[config.mk]
export PLATFORM = sky130hd
export DESIGN_NAME = imm_instr_encoder_flat
export DESIGN_NICKNAME = d
export VERILOG_FILES = /design/src/rtl/imm_instr_encoder_if.sv /design/src/rtl/imm_instr_encoder.sv /design/src/flat_wrapper.sv
export SDC_FILE = /design/constraint.sdc
export NUM_CORES = 1
export LEC_CHECK = 0
export BUFFER_PORTS_ARGS = -buffer_cell sky130_fd_sc_hd__clkbuf_2
export CORE_ASPECT_RATIO = 0.7
export CORE_MARGIN = 2
export CORE_UTILIZATION = 35
export CTS_CLUSTER_SIZE = 24
export DETAILED_ROUTE_END_ITERATION = 6
export GPL_ROUTABILITY_DRIVEN = 0
export PLACE_DENSITY = 0.62
export SETUP_SLACK_MARGIN = 0.2
export SYNTH_ARGS = -nofsm -noshare
export SYNTH_HDL_FRONTEND = slang
export SYNTH_SLANG_ARGS = --single-unit
[constraint.sdc]
create_clock -name clk -period 2.4 [get_ports clk]
set_input_delay 0.12 -clock clk [delete_from_list [all_inputs] [get_ports clk]]
set_output_delay 0.12 -clock clk [all_outputs]
set_load 0.005 [all_outputs]
[src/rtl/imm_instr_encoder_if.sv]
// ============================================================
// imm_instr_encoder_if: request handshake and instruction-memory write bus
// Rev 1.0
// ============================================================
`default_nettype none

interface imm_instr_encoder_if;
  logic        in_valid;
  logic        in_ready;
  logic        ImmSrc;
  logic [4:0]  rd;
  logic [4:0]  rs1;
  logic [4:0]  rs2;
  logic [31:0] Imm;
  logic        Mem_WE;
  logic [31:0] Mem_A;
  logic [31:0] Mem_WD;
  logic        mem_ready;

  modport master (
    output in_valid, ImmSrc, rd, rs1, rs2, Imm, mem_ready,
    input  in_ready, Mem_WE, Mem_A, Mem_WD
  );

  modport slave (
    input  in_valid, ImmSrc, rd, rs1, rs2, Imm, mem_ready,
    output in_ready, Mem_WE, Mem_A, Mem_WD
  );
endinterface

`default_nettype wire

[src/rtl/imm_instr_encoder.sv]
// ============================================================
// imm_instr_encoder: range-checks lw/sw offsets, writes encoded words to imem
// Rev 1.0
// ============================================================
`default_nettype none

module imm_instr_encoder #(
  parameter int          ADDR_WIDTH = 8,
  parameter logic [31:0] BASE_ADDR  = 32'h0000_0000
) (
  input  logic                clk,
  input  logic                rst,
  input  logic                clear,
  imm_instr_encoder_if.slave  bus,
  output logic [ADDR_WIDTH:0] instr_count,
  output logic                err,
  output logic [7:0]          rej_count,
  output logic                full
);

  localparam logic [1:0]          c_IDLE       = 2'd0;
  localparam logic [1:0]          c_CHECK      = 2'd1;
  localparam logic [1:0]          c_WRITE      = 2'd2;
  localparam logic [ADDR_WIDTH:0] c_FULL_COUNT = {1'b1, {ADDR_WIDTH{1'b0}}};
  localparam logic [2:0]          c_FUNCT3     = 3'b010;
  localparam logic [6:0]          c_OP_LOAD    = 7'b0000011;
  localparam logic [6:0]          c_OP_STORE   = 7'b0100011;

  logic [1:0]          state_q,   state_d;
  logic                src_q,     src_d;
  logic [4:0]          rd_q,      rd_d;
  logic [4:0]          rs1_q,     rs1_d;
  logic [4:0]          rs2_q,     rs2_d;
  logic [31:0]         imm_q,     imm_d;
  logic [31:0]         mem_a_q,   mem_a_d;
  logic [31:0]         mem_wd_q,  mem_wd_d;
  logic [ADDR_WIDTH:0] cnt_q,     cnt_d;
  logic                err_q,     err_d;
  logic [7:0]          rej_q,     rej_d;

  logic        w_full;
  logic        w_in_ready;
  logic        w_in_range;
  logic [31:0] w_lw_word;
  logic [31:0] w_sw_word;

  assign w_full     = (cnt_q == c_FULL_COUNT);
  assign w_in_ready = (state_q == c_IDLE) && !w_full;
  // Fits signed 12-bit when bits 31..11 are a pure sign extension
  assign w_in_range = (&imm_q[31:11]) | ~(|imm_q[31:11]);
  assign w_lw_word  = {imm_q[11:0], rs1_q, c_FUNCT3, rd_q, c_OP_LOAD};
  assign w_sw_word  = {imm_q[11:5], rs2_q, rs1_q, c_FUNCT3, imm_q[4:0], c_OP_STORE};

  always_comb begin
    state_d  = state_q;
    src_d    = src_q;
    rd_d     = rd_q;
    rs1_d    = rs1_q;
    rs2_d    = rs2_q;
    imm_d    = imm_q;
    mem_a_d  = mem_a_q;
    mem_wd_d = mem_wd_q;
    cnt_d    = cnt_q;
    err_d    = err_q;
    rej_d    = rej_q;
    case (state_q)
      c_IDLE: begin
        if (bus.in_valid && w_in_ready) begin
          src_d   = bus.ImmSrc;
          rd_d    = bus.rd;
          rs1_d   = bus.rs1;
          rs2_d   = bus.rs2;
          imm_d   = bus.Imm;
          state_d = c_CHECK;
        end
      end
      c_CHECK: begin
        if (w_in_range) begin
          mem_wd_d = src_q ? w_sw_word : w_lw_word;
          state_d  = c_WRITE;
        end else begin
          err_d   = 1'b1;
          if (rej_q != 8'hFF) rej_d = rej_q + 8'd1;
          state_d = c_IDLE;
        end
      end
      c_WRITE: begin
        if (bus.mem_ready) begin
          mem_a_d = mem_a_q + 32'd4;
          cnt_d   = cnt_q + 1'b1;
          state_d = c_IDLE;
        end
      end
      default: state_d = c_IDLE;
    endcase
  end

  // clear behaves exactly like reset, including dropping a pending write
  always_ff @(posedge clk) begin
    if (!rst || clear) begin
      state_q  <= c_IDLE;
      src_q    <= 1'b0;
      rd_q     <= '0;
      rs1_q    <= '0;
      rs2_q    <= '0;
      imm_q    <= '0;
      mem_a_q  <= BASE_ADDR;
      mem_wd_q <= '0;
      cnt_q    <= '0;
      err_q    <= 1'b0;
      rej_q    <= '0;
    end else begin
      state_q  <= state_d;
      src_q    <= src_d;
      rd_q     <= rd_d;
      rs1_q    <= rs1_d;
      rs2_q    <= rs2_d;
      imm_q    <= imm_d;
      mem_a_q  <= mem_a_d;
      mem_wd_q <= mem_wd_d;
      cnt_q    <= cnt_d;
      err_q    <= err_d;
      rej_q    <= rej_d;
    end
  end

  assign bus.in_ready = w_in_ready;
  assign bus.Mem_WE   = (state_q == c_WRITE);
  assign bus.Mem_A    = mem_a_q;
  assign bus.Mem_WD   = mem_wd_q;
  assign instr_count  = cnt_q;
  assign err          = err_q;
  assign rej_count    = rej_q;
  assign full         = w_full;

endmodule

`default_nettype wire
[src/flat_wrapper.sv]
// flat-port wrapper written by rule: the top's interface ports become plain ports
module imm_instr_encoder_flat 
#(
  parameter int          ADDR_WIDTH = 8,
  parameter logic [31:0] BASE_ADDR  = 32'h0000_0000
)
  (clk, rst, clear, instr_count, err, rej_count, full, bus_in_valid, bus_ImmSrc, bus_rd, bus_rs1, bus_rs2, bus_Imm, bus_mem_ready, bus_in_ready, bus_Mem_WE, bus_Mem_A, bus_Mem_WD);
  imm_instr_encoder_if bus_i ();
  input  logic clk;
  input  logic rst;
  input  logic clear;
  output logic [ADDR_WIDTH:0] instr_count;
  output logic err;
  output logic [7:0] rej_count;
  output logic full;
  input wire logic [$bits(bus_i.in_valid)-1:0] bus_in_valid;
  input wire logic [$bits(bus_i.ImmSrc)-1:0] bus_ImmSrc;
  input wire logic [$bits(bus_i.rd)-1:0] bus_rd;
  input wire logic [$bits(bus_i.rs1)-1:0] bus_rs1;
  input wire logic [$bits(bus_i.rs2)-1:0] bus_rs2;
  input wire logic [$bits(bus_i.Imm)-1:0] bus_Imm;
  input wire logic [$bits(bus_i.mem_ready)-1:0] bus_mem_ready;
  output wire logic [$bits(bus_i.in_ready)-1:0] bus_in_ready;
  output wire logic [$bits(bus_i.Mem_WE)-1:0] bus_Mem_WE;
  output wire logic [$bits(bus_i.Mem_A)-1:0] bus_Mem_A;
  output wire logic [$bits(bus_i.Mem_WD)-1:0] bus_Mem_WD;
  assign bus_i.in_valid = bus_in_valid;
  assign bus_i.ImmSrc = bus_ImmSrc;
  assign bus_i.rd = bus_rd;
  assign bus_i.rs1 = bus_rs1;
  assign bus_i.rs2 = bus_rs2;
  assign bus_i.Imm = bus_Imm;
  assign bus_i.mem_ready = bus_mem_ready;
  assign bus_in_ready = bus_i.in_ready;
  assign bus_Mem_WE = bus_i.Mem_WE;
  assign bus_Mem_A = bus_i.Mem_A;
  assign bus_Mem_WD = bus_i.Mem_WD;
  imm_instr_encoder #(.ADDR_WIDTH(ADDR_WIDTH), .BASE_ADDR(BASE_ADDR)) u_core (.clk(clk), .rst(rst), .clear(clear), .bus(bus_i), .instr_count(instr_count), .err(err), .rej_count(rej_count), .full(full));
endmodule
# Word-level counts from Yosys, hierarchy flattened
# Cells that the tools add are included.
# op_classes
mul,0
n_div,0
n_shift,0
reduce_logical,14
magnitude_cmp,0
n_addsub,3
n_eq_ne,6
n_bitwise,3
mux,5
# op_table
op,count
$add A32 B3 Y32 const B,1
$mux W25,1
$reduce_and A21 Y1,1
$reduce_or A21 Y1,1
$reduce_and A2 Y1,5
$add A9 B1 Y9 const B,1
$eq A9 B9 Y1 const B,1
$add A8 B1 Y8 const B,1
$ne A8 B8 Y1 const B,1
$mux W2,3
$pmux W2 S3,1
$ne A2 B2 Y1 const B,2
$reduce_and A3 Y1,1
$eq A2 B1 Y1 const B,1
$eq A2 B2 Y1 const B,1
$logic_and A1 B1 Y1,2
$logic_not A1 Y1,2
$logic_not A2 Y1,1
$not A1 Y1,2
$logic_or A1 B1 Y1,1
$or A1 B1 Y1,1
# totals
elab_cells,42
regBits,132
mem_bits_rw,0
mem_count,0
latchBits,0
rom_bits,0
output_inout_bits,85

# Longest topological paths before layout
# Gate-level depths: netlist of the first run.
# depth
ltp_word,6
mapped_depth,10

# Worst setup path after synthesis of the first run
# Ideal clock, no wire load.
# synth_path
path_kind,flip-flop to flip-flop
from,"register u_core.cnt_q[0], in the netlist u_core.instr_count[0]"
to,register u_core.imm_q[14]
setup_ps,132
required_ps,2268
path_stages_with_launch,11
arrival_ps,1825
path_slack_ps,443
n_path_buf,2
cell_sequence,dfxtp_1 -> inv_1 -> ha_1 -> nor4b_1 -> and4b_1 -> nor3_1 -> nand2_1 -> buf_2 -> buf_2 -> nand2_1 -> a21oi_1
# synth_via
elab_chain_cells,5
# synth_rtl
item,line,rtl
"start, declared",imm_instr_encoder.sv:37,"logic [ADDR_WIDTH:0] cnt_q, cnt_d;"
"start signal, assigned",imm_instr_encoder.sv:121,cnt_q <= cnt_d;
$eq A9 B9 Y1,imm_instr_encoder.sv:47,assign w_full = (cnt_q == c_FULL_COUNT);
named net full,flat_wrapper.sv:15,output logic full;
$logic_not A1 Y1,imm_instr_encoder.sv:48,assign w_in_ready = (state_q == c_IDLE) && !w_full;
$logic_and A1 B1 Y1,imm_instr_encoder.sv:48,
named net bus_in_ready,flat_wrapper.sv:23,output wire logic [$bits(bus_i.in_ready)-1:0] bus_in_ready;
$logic_and A1 B1 Y1,imm_instr_encoder.sv:68,if (bus.in_valid && w_in_ready) begin
$reduce_and A2 Y1 (no source line),-,
"end signal, assigned",imm_instr_encoder.sv:118,imm_q <= imm_d;
"end, declared",imm_instr_encoder.sv:34,"logic [31:0] imm_q, imm_d;"
# The timed path passes the listed nets, and every way through them passes these cells.
# A chain may end at the register's enable or synchronous reset.

# Final worst setup path of the first run
# layout_path
from,"register u_core.cnt_q[0], in the netlist u_core.instr_count[0]"
to,register u_core.imm_q[19]
# layout_via
elab_chain_cells,5
# layout_rtl
item,line
$eq A9 B9 Y1,imm_instr_encoder.sv:47
$logic_not A1 Y1,imm_instr_encoder.sv:48
$logic_and A1 B1 Y1,imm_instr_encoder.sv:48
$logic_and A1 B1 Y1,imm_instr_encoder.sv:68
$reduce_and A2 Y1 (no source line),-
# Every way passes these cells.

==> results.txt, run 1 <==
num ports - 138
1st-pass router iterations - 4
Setup Skew - 0.00964 ns
worst reg2reg setup slack - 0.44 ns
Mapped Cells - 598
Final ANT Viol Nets - 0
multiplexer area fraction after synthesis - 2.17%
Skew-Pair Late Insertion Delay - 0.41 ns
WHS Path Cells - 4
total track usage - 16.8%
worst slew pin tran - 0.685 ns
final hold viol count - 0
critical path peak fanout - 48
Num Clock Sinks - 122
type of origin of the critical path - register
Final setup viols - 0
R2R depth - 9
IO buf count - 129
CTS tree - yes
worst rel slew slack - 54.3%
Hold Startpoint - bus_in_valid
post-synth top area cell - dfxtp_1
vias in the first global route - 4366
Yosys cell types - 42
post-synthesis compound-gate area fraction - 11.5%
CP arrival - 2.28 ns
largest family of logic cells by synthesized area - simple AND/OR/NAND/NOR gates
endpoint class of the critical path - register
hold crit path type - in -> reg
CTS max path bufs - 2
Final HPWL DP - 8390 um
Final Critical Period - 1.96 ns
largest net degree at the start of global routing - 51
Diodes inserted - 0
Die Y - 105 um
H-tree depth - 4
Starting Density - 36.1%
post-DR vias/cell - 4.76
syn_area_per_cell - 8.48 um^2
Worst-path clk slew - 0.05 ns
share of cells above drive strength 1 - 24.6%
total power per unit cell area - 709 nW/um^2
Final Power - 4.90 mW
core footprint - 14100 um^2
met3 Use GR - 4.41%
DRC errors left - 0
max-slew violations - 0
Die ar. - 15500 um^2
Max Cap Viol - 0
worst r2r src - u_core.instr_count[0]
status - completed
Die X-Extent - 148 um
Fmax - 0.509 GHz
Yosys top cell area share - 48.2%
Hold Path Sink - u_core.state_q[0]
Inserted Clock Buffers - 17
post-synthesis simple-gate area fraction - 25.2%
YS warnings - 0
GR peak layer - met2
Adder-Cell Fraction of Synth Area - 0.987%
Remaining Overflow, GRT - 0
post-synthesis sequential area ratio - 48.2%
M2 GR Usage - 27.0%
flops & latches, synth - 122
Critical R2R Capture - u_core.imm_q[19]
Critical Path RT - 2.72 ns
RSZ-0062 raised after global routing - false
Peak supply drop - 412 uV
Fin Setup TNS - 0 ns
area grow syn2layout - 36.2%
Leakage - 2.71 nW
DR WL/cell - 13.4 um
root buffer selected by CTS - clkbuf_16
Routed Wire Length - 13000 um
synth top area cells - dfxtp_1 48%, nand2_1 9.6%, a21oi_1 5.9%
M1 GR Usage - 21.1%
CP Class - reg -> reg
1st-iter DRT viols - 258
Mapped Area - 5070 um^2
Row Count - 36
initial antenna violation count - 0
via count - 4611
NumNets Final - 824
Period Utilization, post-route - 81.8%
first-pass GRT wire length - 20800 um
XOR/XNOR Fraction of Synth Area - 6.05%
## layout make-up
class / count / area, um^2
multi-input combinational: 433 / 2380
fill: 1333 / 7150
timing repair buffer: 187 / 1240
clock inverter: 7 / 91.3
clock buffer: 23 / 488
inverter: 6 / 22.5
tap: 190 / 238
sequential: 122 / 2440
## kinds of logic (layout without fill, tap and decap cells)
| family | count (synthesis) | count (layout) |
|---|---|---|
| other | 1 | 8 |
| xor gates and xnor gates | 35 | 35 |
| and+or+nand+nor | 281 | 281 |
| buffers and inverters | 50 | 223 |
| muxes | 11 | 11 |
| AOI/OAI and AO/OA | 94 | 94 |
| DFF | 122 | 122 |
| adders and majority gates | 4 | 4 |
## layout by cell type, fill, tap and decap left out, drive strengths merged, types with 3 or more instances in the layout
cell	n
a21oi	60
conb	8
mux2i	11
inv	6
nor2b	5
nor2	61
a211oi	10
clkbuf	152
dlygate4sd3	49
dfxtp	122
nor4	8
nand3	32
buf	9
and3	6
xor2	21
nand4	10
clkinv	4
or3	6
nor3	7
ha	4
nand2	130
or4	3
xnor2	14
o21ai	20
## power breakdown
group | switching [mW] | total (mW) | internal [mW]
logic | 0.171 | 0.317 | 0.146
clock network | 0.880 | 2.50 | 1.62
registers | 0.0231 | 2.08 | 2.06
total | 1.07 | 4.90 | 3.83
## metal layers
| layer | vias up | part of all wire [%] | wire (um) |
|---|---|---|---|
| met5 | - | 0 | 0 |
| met1 | 2135 | 46 | 5900 |
| li1 | 2330 | - | - |
| met3 | 25 | 5.2 | 672 |
| met2 | 121 | 47 | 6110 |
| met4 | 0 | 2.1 | 269 |
## stage by stage
step	instance area, um^2	hold WS [ns]	setup slack [ns]	utilization, %	instances
after floorplan	5090	0.256	0.443	-	605
after global placement	5820	0.348	0.450	41.4	889
after detailed placement	5820	0.350	0.369	41.4	889
after CTS	6890	0.235	0.353	49.0	968
after global routing	6910	0.262	0.215	49.1	968
final	6910	0.216	0.437	49.1	968
## flip-flops by register name, summed over array words and instances (netlist names), 2 cells and up
| name | cells |
|---|---|
| u_core.bus.Mem_A | 30 |
| u_core.bus.Mem_WD | 24 |
| u_core.imm_q | 32 |
| u_core.instr_count | 9 |
| u_core.rd_q | 5 |
| u_core.rej_count | 8 |
| u_core.rs1_q | 5 |
| u_core.rs2_q | 5 |
| u_core.state_q | 2 |
## critical path, stage by stage, from the launching register on
cell and delay, ns:
dfxtp_1 0.41, inv_1 0.08, ha_1 0.20, nor4b_1 0.14, and4b_1 0.22, nor3_2 0.15, and2_1 0.20, buf_12 0.24
nand2_1 0.09, a21oi_1 0.14
## repair_timing
action	4_1_cts	5_1_grt
hold endpoints to repair	49	0
hold buffers	49	0
setup endpoints to repair	0	24
buffers inserted	0	0
resized for setup	0	3
## how the worst max path moves through the flow
stage	cells past startpoint	end	from	slack [ns]
6_report	9	u_core.imm_q[19]	u_core.instr_count[0]	0.44
4_1_cts	9	u_core.imm_q[25]	u_core.instr_count[0]	0.35
5_1_grt	9	u_core.imm_q[3]	u_core.instr_count[0]	0.22
3_3_place_gp	9	u_core.imm_q[29]	u_core.instr_count[0]	0.45
3_5_place_dp	9	u_core.imm_q[27]	u_core.instr_count[0]	0.37
2_1_floorplan	10	u_core.imm_q[14]	u_core.instr_count[0]	0.44
## cell usage after synthesis (all sizes together)
cell,number
or2,2
and2,2
nand2b,1
nand3,32
conb,1
nor4,8
inv,6
and4,2
nor2b,5
xnor2,14
o21ai,20
nand4,10
o21a,1
and3b,1
nor3b,2
clkbuf,19
nand2,130
nor3,7
o31ai,2
or3,6
nor2,61
xor2,21
mux2i,11
nand4b,1
a311oi,1
buf,25
or4,3
and3,6
and4b,1
nor4b,1
dfxtp,122
ha,4
a211oi,10
a21oi,60
No activity file was read; power rests on OpenSTA's default activity.
==> run 2: changes to the inputs <==
ABC_AREA = 1   (was default)
PLACE_DENSITY = 0.63   (was 0.62)
clock period = 1.59 ns   (was 2.4 ns; I/O delays follow)
==> run 2 against run 1 <==
  * The flow now finishes with violations (setup timing)
  * Register-to-register slack worse by 0.53 ns
  * Sequential power rose by 51%
  * Non-clock buffer count is 93 higher
  * Critical path depth increased by 2
  * Count of clock-buffer cells in the layout decreased by 5
  * Clock skew grew 0.0049 ns
  * Area after synthesis rose by 9.6%
  * Combinational power grew to 2.9 times the previous value
  * Setup slack got worse by 0.53 ns
  * Cell count up 30%
  * Final area grew 38%
  * Hold slack lost 0.17 ns
==> results.txt, run 2 <==
Final HPWL DP - 11000 um
Max Cap Viol - 0
Yosys top cell area share - 44.0%
IO buf count - 129
WHS - 0.0464 ns
Fmax - 0.593 GHz
Critical Path RT - 1.89 ns
Routed Wire Length - 19000 um
via count - 6077
DR WL/cell - 15.1 um
total power per unit cell area - 823 nW/um^2
met3 Use GR - 5.44%
failing checks - setup timing
Critical R2R Capture - u_core.imm_q[2]
most common cell in the netlist - nand2_1
Num Clock Sinks - 122
post-synthesis sequential area ratio - 44.0%
Inserted Clock Buffers - 17
Die ar. - 16900 um^2
final hold viol count - 0
flops & latches, synth - 122
post-synth top area cell - dfxtp_1
GR peak layer - met2
1st-iter DRT viols - 463
H-tree depth - 4
syn_area_per_cell - 7.16 um^2
most frequently used flop master after synthesis - dfxtp_1
M2 GR Usage - 30.1%
worst r2r src - u_core.instr_count[0]
Skew-Pair Late Insertion Delay - 0.42 ns
Fin Setup TNS - -1.41 ns
core footprint - 15500 um^2
Synth top cells by count - 133 x nand2_1, 122 x dfxtp_1, 102 x inv_1
Peak supply drop - 607 uV
Hold Path Sink - u_core.rs2_q[2]
endpoint class of the critical path - register
vias in the first global route - 5425
Final ANT Viol Nets - 0
M1 GR Usage - 29.8%
Post-synth ARST share - 0%
share of cells above drive strength 1 - 48.2%
Final Power - 7.84 mW
largest net degree at the start of global routing - 38
CP arrival - 1.99 ns
R2R depth - 11
Post-synth EDFFs - 0
root buffer selected by CTS - clkbuf_16
RSZ-0062 raised after global routing - true
Period Utilization, post-route - 106%
Leakage - 3.80 nW
num ports - 138
1st-pass router iterations - 5
most frequent cells in the layout - 127 x clkbuf_2, 119 x nand2_1, 92 x inv_1, 89 x dfxtp_1, 70 x nor2_1
first-pass GRT wire length - 27500 um
Die Y - 109 um
Hold Startpoint - rst
YS warnings - 0
Setup Skew - 0.0146 ns
critical path peak fanout - 9
area grow syn2layout - 71.4%
worst reg2reg setup slack - -0.1 ns
commonest non-fill, non-tap cell in the layout - clkbuf_2
Largest register FFs - 32
DRC errors left - 0
Yosys cell types - 36
Remaining Overflow, GRT - 0
Final WS setup - -0.0968 ns
post-DR vias/cell - 4.84
initial antenna violation count - 0
type of origin of the critical path - register
Worst-path clk slew - 0.06 ns
Die X-Extent - 155 um
Mapped Area - 5550 um^2
status - complete, but fails checks
max-slew violations - 0
Finished Core Util - 61.4%
hold crit path type - in -> reg
Diodes inserted - 0
total track usage - 20.6%
Largest Register - u_core.imm_q
WHS Path Cells - 5
NumNets Final - 1099
CTS tree - yes
Mapped Cells - 776
Row Count - 38
CP Class - reg -> reg
Starting Density - 35.8%
Final Critical Period - 1.69 ns
CTS max path bufs - 2
Final setup viols - 31
synth top area cells - dfxtp_1 44%, nand2_1 9.0%, a21oi_1 8.8%
run 2: cell count changes in the layout (fill, tap and decap cells not counted), moves of 15 or more:
cell	change
nand3_4	+17
nor2_2	+15
buf_4	+50
a21oi_1	-16
o21ai_1	+18
dfxtp_2	+26
o21ai_2	+30
nand3_2	+25
dfxtp_1	-33
xor2_1	-19
inv_1	+86
a21oi_2	+54
buf_6	+27
nand3_1	-22
run 2: where the power goes:
part,switching (mW),total (mW),internal [mW]
Combinational,0.489,0.922,0.433
Clock,1.54,3.76,2.22
Sequential,0.0391,3.15,3.11
run 2: worst max-delay path by stage:
stage | from | slack [ns] | depth (start not counted) | to
after CTS | u_core.instr_count[1] | -0.03 | 9 | bus_in_ready
after detailed placement | u_core.instr_count[0] | 0.03 | 9 | u_core.imm_q[17]
after global routing | u_core.instr_count[1] | -0.19 | 11 | u_core.rd_q[0]
final | u_core.instr_count[0] | -0.1 | 11 | u_core.imm_q[2]
after global placement | u_core.instr_count[0] | 0.07 | 9 | u_core.imm_q[14]
after floorplan | u_core.instr_count[0] | 0.19 | 9 | u_core.imm_q[0]
run 2: layout make-up:
| class | count | area, um^2 |
|---|---|---|
| Multi-Input combinational cell | 517 | 3540 |
| Sequential cell | 122 | 2500 |
| Fill cell | 1323 | 5980 |
| Tap cell | 200 | 250 |
| Inverter | 104 | 399 |
| Clock buffer | 18 | 439 |
| Timing Repair Buffer | 280 | 2250 |
| Clock inverter | 14 | 138 |
run 2: layer usage:
metal / part of all wire (%) / wire length (um)
met1: 48 / 9150
met3: 5.6 / 1060
met5: 0 / 0
met2: 45 / 8580
met4: 1.1 / 211
run 2: cells by family (layout without fill, tap and decap cells):
| family | count (synthesis) | after routing | synth area share, % |
|---|---|---|---|
| and+or+nand+nor | 318 | 319 | 26.4 |
| AOI/OAI and AO/OA | 183 | 183 | 17.3 |
| buffers and inverters | 145 | 416 | 10.8 |
| DFF | 122 | 122 | 44.0 |
| adders and majority gates | 4 | 4 | 0.901 |
| xor gates and xnor gates | 3 | 3 | 0.473 |
| other | 1 | 8 | 0.0675 |
run 2: worst max-delay path: stages, from the launching register on:
cell	delay [ns]
dfxtp_2	0.33
inv_2	0.05
ha_4	0.15
nand2_2	0.05
nor3_2	0.03
nand2_1	0.09
buf_6	0.13
nand4_4	0.22
buf_6	0.21
buf_8	0.13
o21ai_2	0.12
a21oi_1	0.05
run 2: timing repair:
item                       4_1_cts  5_1_grt
hold buffers                    49        1
gates resized for setup        146      228
pin swaps                       68       71
hold endpoints to repair        48        1
setup endpoints to repair      103      112
setup buffers                   22       16
gates cloned                     7        4
run 2: through the flow:
stage               std cells  setup WS, ns  cell area (um^2)
global placement         1124        0.0699              6750
global route             1255        -0.190              9520
floorplan                 783         0.192              5630
finish                   1255       -0.0968              9520
CTS                      1234       -0.0330              8630
detailed placement       1124        0.0291              6750
